$ cat config.mk
export PLATFORM = sky130hd
export DESIGN_NAME = mov_unit_flat
export DESIGN_NICKNAME = d
export VERILOG_FILES = /design/src/rtl/mov_pkg.sv /design/src/rtl/mov_unit_if.sv /design/src/rtl/mov_operand_decode.sv /design/src/rtl/mov_unit.sv /design/src/flat_wrapper.sv
export SDC_FILE = /design/constraint.sdc
export NUM_CORES = 1
export LEC_CHECK = 0
export CAP_MARGIN = 20
export CORE_MARGIN = 2
export CORE_UTILIZATION = 43
export CTS_CLUSTER_DIAMETER = 50
export DETAILED_ROUTE_END_ITERATION = 10
export GPL_ROUTABILITY_DRIVEN = 0
export PLACE_DENSITY = 0.86
export SLEW_MARGIN = 20
export SYNTH_ARGS = -nofsm -noshare
export SYNTH_HDL_FRONTEND = slang
export SYNTH_SLANG_ARGS = --single-unit
$ cat constraint.sdc
create_clock -name clk -period 1.8 [get_ports clk]
set_input_delay 0.18 -clock clk [delete_from_list [all_inputs] [get_ports clk]]
set_output_delay 0.18 -clock clk [all_outputs]
set_load 0.02 [all_outputs]
$ cat src/rtl/mov_pkg.sv
// Shared types and default sizing for the mov_unit register/port move sequencer.
package mov_pkg;

  localparam int NUM_REGS_DEF  = 4;
  localparam int NUM_PORTS_DEF = 1;
  localparam int OPW_DEF       = 6;

  typedef enum logic [1:0] {
    MODE_MOV  = 2'b00,
    MODE_MOVI = 2'b01,
    MODE_XCHG = 2'b10,
    MODE_RSVD = 2'b11
  } mode_t;

  typedef enum logic [2:0] {
    ST_IDLE,
    ST_DECODE,
    ST_XFER,
    ST_X1,
    ST_X2,
    ST_X3,
    ST_DONE,
    ST_ERR
  } state_t;

endpackage

$ cat src/rtl/mov_unit_if.sv
// Request and datapath-enable bundle between a sequencer client and mov_unit.
interface mov_unit_if
  import mov_pkg::*;
#(
  parameter int NUM_REGS  = NUM_REGS_DEF,
  parameter int NUM_PORTS = NUM_PORTS_DEF,
  parameter int OPW       = OPW_DEF
) ();

  logic                 donefetch;
  logic                 start;
  logic [1:0]           mode;
  logic [OPW-1:0]       parameter1;
  logic [OPW-1:0]       parameter2;
  logic [NUM_REGS-1:0]  r_in_en;
  logic [NUM_REGS-1:0]  r_out_en;
  logic [NUM_PORTS-1:0] p_in_en;
  logic [NUM_PORTS-1:0] p_out_en;
  logic                 imm_out_en;
  logic                 tmp_in_en;
  logic                 tmp_out_en;
  logic                 busy;
  logic                 done;
  logic                 err;

  modport master (
    output donefetch, start, mode, parameter1, parameter2,
    input  r_in_en, r_out_en, p_in_en, p_out_en,
    input  imm_out_en, tmp_in_en, tmp_out_en, busy, done, err
  );

  modport slave (
    input  donefetch, start, mode, parameter1, parameter2,
    output r_in_en, r_out_en, p_in_en, p_out_en,
    output imm_out_en, tmp_in_en, tmp_out_en, busy, done, err
  );

endinterface

$ cat src/rtl/mov_operand_decode.sv
// Maps an operand code to a register one-hot, a port one-hot and a legality flag.
module mov_operand_decode
  import mov_pkg::*;
#(
  parameter int NUM_REGS  = NUM_REGS_DEF,
  parameter int NUM_PORTS = NUM_PORTS_DEF,
  parameter int OPW       = OPW_DEF
) (
  input  logic [OPW-1:0]       code,
  output logic [NUM_REGS-1:0]  reg_oh,
  output logic [NUM_PORTS-1:0] port_oh,
  output logic                 valid
);

  always_comb begin
    reg_oh  = '0;
    port_oh = '0;
    for (int i = 0; i < NUM_REGS; i++) begin
      reg_oh[i] = (code == OPW'(i));
    end
    // Ports follow directly after the register codes.
    for (int i = 0; i < NUM_PORTS; i++) begin
      port_oh[i] = (code == OPW'(NUM_REGS + i));
    end
    valid = (|reg_oh) | (|port_oh);
  end

endmodule

$ cat src/rtl/mov_unit.sv
// MOV/MOVI/XCHG transfer sequencer driving register, port, immediate and temp enables.
// Exchange support (states X1..X3, tmp enables, mode 10) is built only when MOV_XCHG_EN is defined.
//
// state  | meaning
// IDLE   | waiting for start, operands captured on start
// DECODE | legality check of captured operands and mode
// XFER   | single-cycle MOV/MOVI transfer
// X1     | src -> tmp
// X2     | dst -> src
// X3     | tmp -> dst
// DONE   | one-cycle completion pulse
// ERR    | one-cycle completion pulse with err, no enables
module mov_unit
  import mov_pkg::*;
#(
  parameter int NUM_REGS  = NUM_REGS_DEF,
  parameter int NUM_PORTS = NUM_PORTS_DEF,
  parameter int OPW       = OPW_DEF
) (
  input logic       clk,
  input logic       rst,
  mov_unit_if.slave bus
);

  state_t               state_q, state_d;
  mode_t                mode_q;
  logic [OPW-1:0]       dst_q, src_q;
  logic [NUM_REGS-1:0]  dst_reg, src_reg;
  logic [NUM_PORTS-1:0] dst_port, src_port;
  logic                 dst_valid, src_valid;

  logic [NUM_REGS-1:0]  r_in, r_out;
  logic [NUM_PORTS-1:0] p_in, p_out;
  logic                 imm_out, tmp_in, tmp_out;
  logic                 busy, done, err;

  mov_operand_decode #(
    .NUM_REGS (NUM_REGS),
    .NUM_PORTS(NUM_PORTS),
    .OPW      (OPW)
  ) u_dst_decode (
    .code   (dst_q),
    .reg_oh (dst_reg),
    .port_oh(dst_port),
    .valid  (dst_valid)
  );

  mov_operand_decode #(
    .NUM_REGS (NUM_REGS),
    .NUM_PORTS(NUM_PORTS),
    .OPW      (OPW)
  ) u_src_decode (
    .code   (src_q),
    .reg_oh (src_reg),
    .port_oh(src_port),
    .valid  (src_valid)
  );

  always_ff @(posedge clk or posedge rst) begin
    if (rst) begin
      state_q <= ST_IDLE;
      mode_q  <= MODE_MOV;
      dst_q   <= '0;
      src_q   <= '0;
    end else begin
      state_q <= state_d;
      if (state_q == ST_IDLE && bus.start && !bus.donefetch) begin
        mode_q <= mode_t'(bus.mode);
        dst_q  <= bus.parameter1;
        src_q  <= bus.parameter2;
      end
    end
  end

  always_comb begin
    state_d = state_q;
    case (state_q)
      ST_IDLE: begin
        if (bus.start) state_d = ST_DECODE;
      end
      ST_DECODE: begin
        // MOVI ignores the source code, so an illegal src is harmless there.
        if (!dst_valid || mode_q == MODE_RSVD || (mode_q != MODE_MOVI && !src_valid)) begin
          state_d = ST_ERR;
        end else begin
          case (mode_q)
            MODE_MOV, MODE_MOVI: state_d = ST_XFER;
`ifdef MOV_XCHG_EN
            MODE_XCHG:           state_d = (dst_q == src_q) ? ST_DONE : ST_X1;
`endif
            default:             state_d = ST_ERR;
          endcase
        end
      end
      ST_XFER: state_d = ST_DONE;
`ifdef MOV_XCHG_EN
      ST_X1:   state_d = ST_X2;
      ST_X2:   state_d = ST_X3;
      ST_X3:   state_d = ST_DONE;
`endif
      ST_DONE: state_d = ST_IDLE;
      ST_ERR:  state_d = ST_IDLE;
      default: state_d = ST_IDLE;
    endcase
    if (bus.donefetch) state_d = ST_IDLE;
  end

  always_comb begin
    r_in    = '0;
    r_out   = '0;
    p_in    = '0;
    p_out   = '0;
    imm_out = 1'b0;
    tmp_in  = 1'b0;
    tmp_out = 1'b0;
    done    = 1'b0;
    err     = 1'b0;
    busy    = (state_q != ST_IDLE);
    case (state_q)
      ST_XFER: begin
        r_in = dst_reg;
        p_in = dst_port;
        if (mode_q == MODE_MOVI) begin
          imm_out = 1'b1;
        end else begin
          r_out = src_reg;
          p_out = src_port;
        end
      end
`ifdef MOV_XCHG_EN
      ST_X1: begin
        r_out  = src_reg;
        p_out  = src_port;
        tmp_in = 1'b1;
      end
      ST_X2: begin
        r_out = dst_reg;
        p_out = dst_port;
        r_in  = src_reg;
        p_in  = src_port;
      end
      ST_X3: begin
        tmp_out = 1'b1;
        r_in    = dst_reg;
        p_in    = dst_port;
      end
`endif
      ST_DONE: done = 1'b1;
      ST_ERR: begin
        done = 1'b1;
        err  = 1'b1;
      end
      default: ;
    endcase
  end

  assign bus.r_in_en    = r_in;
  assign bus.r_out_en   = r_out;
  assign bus.p_in_en    = p_in;
  assign bus.p_out_en   = p_out;
  assign bus.imm_out_en = imm_out;
  assign bus.tmp_in_en  = tmp_in;
  assign bus.tmp_out_en = tmp_out;
  assign bus.busy       = busy;
  assign bus.done       = done;
  assign bus.err        = err;

endmodule

$ cat src/flat_wrapper.sv
// flat-port wrapper written by rule: the top's interface ports become plain ports
module mov_unit_flat import mov_pkg::*;
#(
  parameter int NUM_REGS  = NUM_REGS_DEF,
  parameter int NUM_PORTS = NUM_PORTS_DEF,
  parameter int OPW       = OPW_DEF
)
  (clk, rst, bus_donefetch, bus_start, bus_mode, bus_parameter1, bus_parameter2, bus_r_in_en, bus_r_out_en, bus_p_in_en, bus_p_out_en, bus_imm_out_en, bus_tmp_in_en, bus_tmp_out_en, bus_busy, bus_done, bus_err);
  mov_unit_if #(.NUM_REGS(NUM_REGS), .NUM_PORTS(NUM_PORTS), .OPW(OPW)) bus_i ();
  input logic clk;
  input logic rst;
  input wire logic [$bits(bus_i.donefetch)-1:0] bus_donefetch;
  input wire logic [$bits(bus_i.start)-1:0] bus_start;
  input wire logic [$bits(bus_i.mode)-1:0] bus_mode;
  input wire logic [$bits(bus_i.parameter1)-1:0] bus_parameter1;
  input wire logic [$bits(bus_i.parameter2)-1:0] bus_parameter2;
  output wire logic [$bits(bus_i.r_in_en)-1:0] bus_r_in_en;
  output wire logic [$bits(bus_i.r_out_en)-1:0] bus_r_out_en;
  output wire logic [$bits(bus_i.p_in_en)-1:0] bus_p_in_en;
  output wire logic [$bits(bus_i.p_out_en)-1:0] bus_p_out_en;
  output wire logic [$bits(bus_i.imm_out_en)-1:0] bus_imm_out_en;
  output wire logic [$bits(bus_i.tmp_in_en)-1:0] bus_tmp_in_en;
  output wire logic [$bits(bus_i.tmp_out_en)-1:0] bus_tmp_out_en;
  output wire logic [$bits(bus_i.busy)-1:0] bus_busy;
  output wire logic [$bits(bus_i.done)-1:0] bus_done;
  output wire logic [$bits(bus_i.err)-1:0] bus_err;
  assign bus_i.donefetch = bus_donefetch;
  assign bus_i.start = bus_start;
  assign bus_i.mode = bus_mode;
  assign bus_i.parameter1 = bus_parameter1;
  assign bus_i.parameter2 = bus_parameter2;
  assign bus_r_in_en = bus_i.r_in_en;
  assign bus_r_out_en = bus_i.r_out_en;
  assign bus_p_in_en = bus_i.p_in_en;
  assign bus_p_out_en = bus_i.p_out_en;
  assign bus_imm_out_en = bus_i.imm_out_en;
  assign bus_tmp_in_en = bus_i.tmp_in_en;
  assign bus_tmp_out_en = bus_i.tmp_out_en;
  assign bus_busy = bus_i.busy;
  assign bus_done = bus_i.done;
  assign bus_err = bus_i.err;
  mov_unit #(.NUM_REGS(NUM_REGS), .NUM_PORTS(NUM_PORTS), .OPW(OPW)) u_core (.clk(clk), .rst(rst), .bus(bus_i));
endmodule
==> impl_metrics.json, run 1 <==
{
  "worst-setup-path-type": "reg -> out",
  "syn_area_um2": 916,
  "grt_pass1_vias": 804,
  "synth_edf_count": 0,
  "leakagePower_nw": 0.687,
  "areaGrowthSynthToFinish_pct": 57.5,
  "setup_slack_ns": -0.210,
  "wl_per_cell_um": 13.5,
  "coreArea_um2": 1980,
  "synth_cell_types": 27,
  "tightestPinTransition_ns": 0.619,
  "grt_pass1_wl_mm": 3.51,
  "synth_top_area_share_pct": 46.4,
  "grt_usage_pct": 18.7,
  "fillers": 131,
  "cts_setup_buffers": 0,
  "critical_path.max_fanout": 5,
  "synth_warnings": 0,
  "power_density_nw_per_um2": 1450,
  "endpoint_kind": "primary output",
  "numCtsBuffers": 3,
  "cts.htree.levels": 1,
  "dieHeight_um": 50.2,
  "period_minus_slack_ns": 2.01,
  "fmax_ghz": 0.497,
  "outcome": "finished with violations",
  "sw_frac_of_total_pct": 36.6,
  "avgSynthCellArea_um2": 11.6,
  "grt_max_degree": 18,
  "ant_nets": 0,
  "drt_iter0_markers": 4,
  "finish.utilization_pct": 72.8,
  "final_cell_area_um2": 1440,
  "ys_seq_area_share_pct": 46.4,
  "crit_path_top_delay_cell": "or3b_4",
  "power.internal_mw": 1.33,
  "relSlewSlack_pct": 58.7,
  "p_sw_mw": 0.766,
  "place_hpwl_mm": 1.57,
  "overflow": 0,
  "antenna_cells": 0,
  "multiInputGateArea_um2": 510,
  "clockPowerShare_pct": 9.7,
  "hold_viol_final": 0,
  "maxCapViolCount": 0,
  "synth_seq_cells": 17,
  "rsz0062_at_grt": "true",
  "synth_ff_type": "dfrtp_1",
  "nNetsFinal": 147,
  "hold_ws_ns": 0.253,
  "routed_wl_mm": 2.10,
  "arrival_ns": 1.83,
  "crit_path_cell_trace": "or3b_4 > or3_4 > nor3b_2 > buf_4",
  "io_pins": 34,
  "clock_latency_ns": 0.29,
  "synthCells": 79,
  "final.period_utilization_pct": 112,
  "die_w_um": 50.2,
  "viasPerCell": 4.91,
  "via_count": 761,
  "cts_tree": "built",
  "clock_path_buffers": 2,
  "seq_area_um2": 425,
  "drc": 0,
  "async_flop_share_pct": 100,
  "seq_power_share_pct": 35.3,
  "synth_area_leaders": "dfrtp_1 (46%), mux2_4 (15%), mux2_2 (6.1%)",
  "crit_path_max_incr_delay_ns": 0.44,
  "grt_antenna_before_repair": 0,
  "cp-start-kind": "flip-flop",
  "hp-class": "in -> async",
  "cts_hold_buf": 0,
  "post_dp_cell_area_um2": 1380,
  "yosysTopAreaCell": "dfrtp_1",
  "stdcell_count": 155,
  "finalSetupViolations": 9,
  "drive_gt1_share_pct": 47.7,
  "violations": "setup timing",
  "rows": 16,
  "drv_slew": 0,
  "skew_ns": 0.00133,
  "ir_drop_mv": 0.955,
  "cts.clk_slew.worst_paths_ns": 0.10,
  "combPwrFrac_pct": 55.0,
  "die_area_um2": 2520,
  "start_util_pct": 46.2,
  "dp_cells": 152,
  "port-buffer-count": 31,
  "clockRootBuffer": "clkbuf_4",
  "cts.sinks": 17,
  "dr.pass1.iters": 2,
  "cp.required_ns": 1.62
}
area by class of cell:
type | instances | share of cell area (%)
clock inverter | 1 | 0.347
sequential | 17 | 29.5
inverter | 3 | 0.781
tap | 27 | 2.34
timing repair buffer | 49 | 30.1
multi-input combinational | 55 | 35.4
clock buffer | 3 | 1.56
path summary, 6_finish.rpt:
path                                   start                 to  slack (ns)  depth (start not counted)
min reg2reg                 u_core.mode_q[1]   u_core.mode_q[1]        0.57                          1
max in group asynchronous                rst    u_core.dst_q[1]        1.15                          2
min in group clk                   bus_start  u_core.state_q[2]        0.48                          3
max                        u_core.state_q[2]     bus_r_in_en[1]       -0.21                          4
min                                      rst   u_core.mode_q[0]        0.25                          2
max reg2reg                u_core.state_q[2]    u_core.src_q[5]        0.08                          5
logic make-up (layout without fill, tap and decap cells):
| logic type | after synthesis | in the layout | synth area share [%] |
|---|---|---|---|
| compound gates | 5 | 5 | 3.55 |
| xor+xnor | 1 | 1 | 0.956 |
| buf+inv | 8 | 56 | 6.83 |
| flops | 17 | 17 | 46.4 |
| mux | 14 | 14 | 20.9 |
| other cells | 1 | 2 | 0.409 |
| simple gates | 33 | 33 | 20.9 |
synthesized netlist by cell type, types with 2 or more instances:
library cell and number:
nand2_1 5, inv_1 3, nor3b_1 2, buf_4 2, or3_1 4, o21ai_0 2, mux2_4 9, nor3_1 5
nor2_1 5, nor2b_1 3, mux2_2 5, and3_1 2, dfrtp_1 17, and2_1 2
cell usage in the layout, fill, tap and decap left out:
master and n:
nand2_1 5, and3_2 1, or3_4 4, xnor2_1 1, clkbuf_4 3, or3b_4 1
nor3b_1 1, dfrtp_1 17, dlygate4sd2_1 1, clkdlybuf4s50_1 18, a221oi_1 1, a21oi_1 1
nor3b_2 1, and3_1 2, mux2_2 5, o41ai_1 1, inv_2 1, clkinv_2 1
buf_6 4, nor2b_1 3, nor3_1 2, nor4_4 2, dlymetal6s2s_1 1, nor3_4 2
conb_1 2, nor3_2 2, inv_1 2, o21ai_0 2, buf_4 25, nor2_1 5
and2_1 2, mux2_4 9
critical path, delay by kind of cell (launching register included):
kind | cells | cell delay [ns]
simple gates | 3 | 0.98
buf+inv | 1 | 0.16
flops | 1 | 0.40
sequential cells by signal, summed over array words and instances (netlist names):
signal / count
u_core.dst_q: 6
u_core.state_q: 3
u_core.src_q: 6
u_core.mode_q: 2
metrics by stage:
stage               worst slack (ns)  power, mW  TNS [ns]
CTS                           -0.200       2.07     -1.32
floorplan                    0.00401       1.32         0
global route                  -0.276       2.23     -1.99
global placement              -0.353       1.74     -3.06
detailed placement            -0.389       1.79     -3.26
finish                        -0.210       2.09     -1.35
power by group through the flow:
stage                     Combinational (mW)  Sequential [mW]  Clock (mW)
final                                   1.15            0.739       0.204
after global routing                    1.23            0.771       0.228
after CTS                               1.12            0.734       0.215
after detailed placement                1.06            0.731           0
after global placement                  1.03            0.712           0
after floorplan                        0.595            0.727           0
metal layers:
layer,global-route usage [%],share of wire (%)
met1,22.4,41
met2,31.4,54
met3,4.46,4.0
met4,8.80,0.62
met5,0,0
repair_timing:
| action | 4_1_cts | 5_1_grt |
|---|---|---|
| pin swaps | 3 | 3 |
| setup endpoints to repair | 21 | 24 |
| resized for setup | 67 | 8 |
| endpoints found under the hold margin | 0 | 0 |
(Power assumes the default switching activity.)
==> run 2, diff against run 1 <==
--- a/config.mk
+++ b/config.mk
@@ -8,6 +8,7 @@
 export CAP_MARGIN = 20
 export CORE_MARGIN = 2
 export CORE_UTILIZATION = 43
+export CTS_BUF_LIST = sky130_fd_sc_hd__clkbuf_16
 export CTS_CLUSTER_DIAMETER = 50
 export DETAILED_ROUTE_END_ITERATION = 10
 export GPL_ROUTABILITY_DRIVEN = 0
==> constraint.sdc (replaced) <==
create_clock -name clk -period 1.8 [get_ports clk]
set_input_delay 0.18 -clock clk [delete_from_list [all_inputs] [get_ports clk]]
set_output_delay 0.18 -clock clk [all_outputs]
set_load 0.005 [all_outputs]
==> run 2 against run 1 <==
- the flow still finishes with violations (setup timing)
- final area up 3.9%
- critical path type unchanged
- clock power up 120%
- critical path depth up 2
- total power up 16%
- sequential power grew 5.1%
- maximum frequency up 2.7%
- combinational power up 5%
==> impl_metrics.json, run 2 (same netlist as run 1, synthesis figures left out) <==
{
  "tightestPinTransition_ns": 0.652,
  "power_density_nw_per_um2": 1620,
  "cts_hold_buf": 0,
  "finalSetupTns_ns": -0.821,
  "wl_per_cell_um": 16.6,
  "crit_start": "u_core.src_q[3]",
  "final_cell_area_um2": 1500,
  "grt_pass1_wl_mm": 3.91,
  "critical_path.max_fanout": 3,
  "overflow": 0,
  "areaGrowthSynthToFinish_pct": 63.7,
  "fmax_ghz": 0.511,
  "numCtsBuffers": 3,
  "final.period_utilization_pct": 109,
  "place_hpwl_mm": 1.56,
  "drive_gt1_share_pct": 47.7,
  "clockRootBuffer": "clkbuf_16",
  "drv_slew": 0,
  "relSlewSlack_pct": 56.5,
  "die_w_um": 50.2,
  "grt_max_degree": 18,
  "seq_area_um2": 425,
  "fillers": 117,
  "grt_pass1_vias": 827,
  "cts.sinks": 17,
  "coreArea_um2": 1980,
  "final_common_cell": "clkdlybuf4s50_1",
  "period_minus_slack_ns": 1.96,
  "hold_ws_ns": 0.321,
  "viasPerCell": 5.12,
  "drt_iter0_markers": 17,
  "start_util_pct": 46.2,
  "skew_ns": 0.00242,
  "rows": 16,
  "setup_slack_ns": -0.158,
  "clock_path_buffers": 2,
  "arrival_ns": 1.78,
  "hold_viol_final": 0,
  "endpoint_kind": "primary output",
  "mostFrequentLayoutCells": "clkdlybuf4s50_1 (20), dfrtp_1 (17), buf_4 (15)",
  "leakagePower_nw": 0.721,
  "antenna_cells": 0,
  "violations": "setup timing",
  "rsz0062_at_grt": "true",
  "cp.required_ns": 1.62,
  "power_mw": 2.43,
  "ant_nets": 0,
  "port-buffer-count": 31,
  "worst-setup-path-type": "reg -> out",
  "drc": 0,
  "cts_tree": "built",
  "post_dp_cell_area_um2": 1320,
  "ir_drop_mv": 0.990,
  "cp-start-kind": "flip-flop",
  "io_pins": 34,
  "grt_antenna_before_repair": 0,
  "hp-class": "in -> async",
  "cts.htree.levels": 1,
  "outcome": "finished with violations",
  "grt_usage_pct": 20.8,
  "finalSetupViolations": 9,
  "via_count": 804,
  "dieHeight_um": 50.2,
  "reg_top3": "u_core.dst_q: 6 flops, u_core.src_q: 6 flops, u_core.state_q: 3 flops",
  "multiInputGateArea_um2": 517,
  "dr.pass1.iters": 4,
  "routed_wl_mm": 2.61,
  "rr_startpoint": "u_core.src_q[5]",
  "clock_latency_ns": 0.24,
  "maxCapViolCount": 0,
  "nNetsFinal": 149,
  "rr_worst_depth": 6,
  "cts.clk_slew.worst_paths_ns": 0.05,
  "die_area_um2": 2520
}
[run 2: cell types whose count changed in the layout (fill, tap and decap cells not counted), moves of 2 or more]
cell and delta:
buf_2 +10, clkbuf_16 +3, buf_4 -10, inv_1 +2, clkdlybuf4s50_1 +2, clkbuf_4 -3
[run 2: metal layers]
metal	vias up	GRT usage, %	share of wire [%]
li1	377	-	-
met1	392	23.6	40
met2	27	37.7	54
met3	8	4.17	3.4
met4	0	7.87	2.5
met5	-	0	0
[run 2: report_power, final]
| group | internal (mW) | leakage, nW | switching, mW |
|---|---|---|---|
| Combinational | 0.732 | 0.474 | 0.480 |
| Sequential | 0.575 | 0.205 | 0.202 |
| Clock | 0.295 | 0.0423 | 0.144 |
[run 2: layout make-up]
type / count / share of cell area, %
clock inverters: 1 / 0.250
flip-flops and latches: 17 / 28.4
inverters: 3 / 0.751
well taps: 27 / 2.25
clock buffers: 3 / 5.01
multi-input cells: 55 / 34.5
repair buffers: 51 / 28.9
[run 2: worst max-delay path: stages, from the launching register on]
cell and delay, ns:
dfrtp_1 0.39, or3_4 0.41, nor4_4 0.24, buf_4 0.17, nand2_1 0.06, nor2_1 0.14, buf_2 0.14
[run 2: path summary, 6_finish.rpt]
| check | to | slack (ns) |
|---|---|---|
| worst max register to register | u_core.state_q[0] | -0.05 |
| max in group asynchronous | u_core.state_q[2] | 1.06 |
| min in group clk | u_core.dst_q[5] | 0.54 |
| worst min register to register | u_core.dst_q[5] | 0.54 |
| worst max-delay path | bus_r_out_en[1] | -0.16 |
| worst min-delay path | u_core.dst_q[4] | 0.32 |
[run 2: per-stage QoR]
step	instances	utilization, %	setup WS, ns
6_report	157	75.6	-0.158
5_1_grt	157	75.6	-0.222
4_1_cts	153	72.5	-0.146
3_5_place_dp	146	66.7	-0.297
3_3_place_gp	146	66.7	-0.236
2_1_floorplan	80	-	0.135
[run 2: repair_timing]
action | in CTS | in global routing
buffers inserted | 3 | 5
gates resized for setup | 54 | 10
pin swaps | 6 | 7
endpoints found under the setup margin | 11 | 18
==> run 3, diff against run 2 <==
--- a/config.mk
+++ b/config.mk
@@ -13,6 +13,7 @@
 export DETAILED_ROUTE_END_ITERATION = 10
 export GPL_ROUTABILITY_DRIVEN = 0
 export PLACE_DENSITY = 0.86
+export RECOVER_POWER = 100
 export SLEW_MARGIN = 20
 export SYNTH_ARGS = -nofsm -noshare
 export SYNTH_HDL_FRONTEND = slang
==> run 3 against run 2 <==
- highest routed layer unchanged
- core utilization shrank 1.2 points
- total power shrank 2.6%
- the run still ends with setup timing left
- combinational power shrank 5%
- worst hold slack gained 0.13 ns
- non-clock buffer count is the same
- register-to-register slack is essentially flat
- maximum frequency grew 0.10%
- critical path depth shrank 2
- clock power is essentially flat
- worst setup slack gained 0.0020 ns
==> impl_metrics.json, run 3 (same netlist as run 1, synthesis figures left out) <==
{
  "outcome": "finished with violations",
  "violations": "setup timing",
  "overflow": 0,
  "grt_max_degree": 18,
  "rr_worst_depth": 4,
  "die_w_um": 50.2,
  "finalSetupTns_ns": -0.965,
  "dieHeight_um": 50.2,
  "tightestPinTransition_ns": 0.645,
  "ant_nets": 0,
  "arrival_ns": 1.78,
  "final_common_cell": "clkdlybuf4s50_1",
  "cts_hold_buf": 0,
  "fmax_ghz": 0.511,
  "rows": 16,
  "cp-start-kind": "flip-flop",
  "drt_iter0_markers": 18,
  "areaGrowthSynthToFinish_pct": 61.1,
  "wl_per_cell_um": 16.5,
  "dr.pass1.iters": 4,
  "dp_cells": 146,
  "cp.required_ns": 1.62,
  "crit_start": "u_core.state_q[2]",
  "viasPerCell": 5.05,
  "worst-setup-path-type": "reg -> out",
  "relSlewSlack_pct": 56.9,
  "cts.htree.levels": 1,
  "crit_path_cell_trace": "or3b_4 > or3_4 > nor3_2 > buf_2",
  "grt_usage_pct": 20.8,
  "clock_path_buffers": 2,
  "grt_pass1_vias": 827,
  "worst-path-buf-inv": 1,
  "final.period_utilization_pct": 109,
  "ir_drop_mv": 0.987,
  "clockRootBuffer": "clkbuf_16",
  "hp-class": "in -> async",
  "reg_top3": "u_core.dst_q: 6 flops, u_core.src_q: 6 flops, u_core.state_q: 3 flops",
  "setup_slack_ns": -0.156,
  "rr_startpoint": "u_core.dst_q[3]",
  "clock_latency_ns": 0.25,
  "antenna_cells": 0,
  "coreArea_um2": 1980,
  "drc": 0,
  "routed_wl_mm": 2.60,
  "endpoint_kind": "primary output",
  "cts_tree": "built",
  "place_hpwl_mm": 1.56,
  "grt_pass1_wl_mm": 3.91,
  "die_area_um2": 2520,
  "drive_gt1_share_pct": 45.4,
  "grt_antenna_before_repair": 0,
  "rsz0062_at_grt": "true",
  "io_pins": 34,
  "final_cell_area_um2": 1480,
  "maxCapViolCount": 0,
  "skew_ns": 0.00228,
  "drv_slew": 0,
  "mostFrequentLayoutCells": "clkdlybuf4s50_1 (18), dfrtp_1 (17), buf_4 (15)",
  "hold_viol_final": 0,
  "power_density_nw_per_um2": 1600,
  "cts.clk_slew.worst_paths_ns": 0.05,
  "start_util_pct": 46.2,
  "critical_path.max_fanout": 4,
  "stdcell_count": 157,
  "leakagePower_nw": 0.714,
  "post_dp_cell_area_um2": 1320,
  "crit_path_top_delay_cell": "or3b_4",
  "port-buffer-count": 31,
  "finalSetupViolations": 18,
  "crit_family": "simple AND/OR/NAND/NOR gates",
  "period_minus_slack_ns": 1.96,
  "crit_path_max_incr_delay_ns": 0.45,
  "cts.sinks": 17,
  "via_count": 793,
  "cp.depth": 4,
  "nNetsFinal": 149,
  "numCtsBuffers": 3
}
==> run 3: layout make-up <==
cell class	instances	area, µm²
inverters	3	11.3
multi-input cells	55	500
well taps	27	33.8
fillers	124	507
flip-flops and latches	17	425
repair buffers	51	425
clock inverters	1	3.75
clock buffers	3	75.1
==> run 3: final timing paths <==
check                           slack [ns]                 to
worst max-delay path                 -0.16     bus_r_in_en[0]
worst min-delay path                  0.46    u_core.dst_q[4]
worst max register to register       -0.04  u_core.state_q[0]
worst min register to register        0.54    u_core.dst_q[5]
max in group asynchronous             0.93    u_core.src_q[1]
min in group clk                      0.54    u_core.dst_q[5]
==> run 3: metal layers <==
metal	vias to the layer above	global-route usage, %	wire length [µm]
li1	375	-	-
met1	379	23.6	1030
met2	29	37.7	1400
met3	10	4.17	97
met4	0	7.87	72
met5	-	0	0
==> run 3: report_power, final <==
| group | switching (mW) | leakage [nW] | internal (mW) | total (mW) |
|---|---|---|---|---|
| Combinational | 0.463 | 0.467 | 0.690 | 1.15 |
| Sequential | 0.196 | 0.205 | 0.575 | 0.771 |
| Clock | 0.145 | 0.0423 | 0.295 | 0.440 |
==> run 3: repair_timing <==
| action | CTS | global route |
|---|---|---|
| setup buffers | 3 | 5 |
| gates resized for setup | 54 | 10 |
| setup endpoints to repair | 11 | 18 |
| pin swaps | 6 | 7 |
==> run 3: per-stage QoR <==
step / setup WS [ns] / total power [mW] / utilization [%] / hold WS [ns]
6_report: -0.156 / 2.36 / 74.4 / 0.456
5_1_grt: -0.222 / 2.47 / 74.4 / 0.550
4_1_cts: -0.146 / 2.24 / 72.5 / 0.349
3_5_place_dp: -0.297 / 1.66 / 66.7 / 0.501
3_3_place_gp: -0.236 / 1.61 / 66.7 / 0.491
2_1_floorplan: 0.135 / 1.27 / - / 0.106
==> run 3: worst register-to-register path: stages (launching register included) <==
cell	delay (ns)
dfrtp_1	0.38
or3_1	0.40
buf_4	0.18
o41ai_1	0.48
o21ai_0	0.23
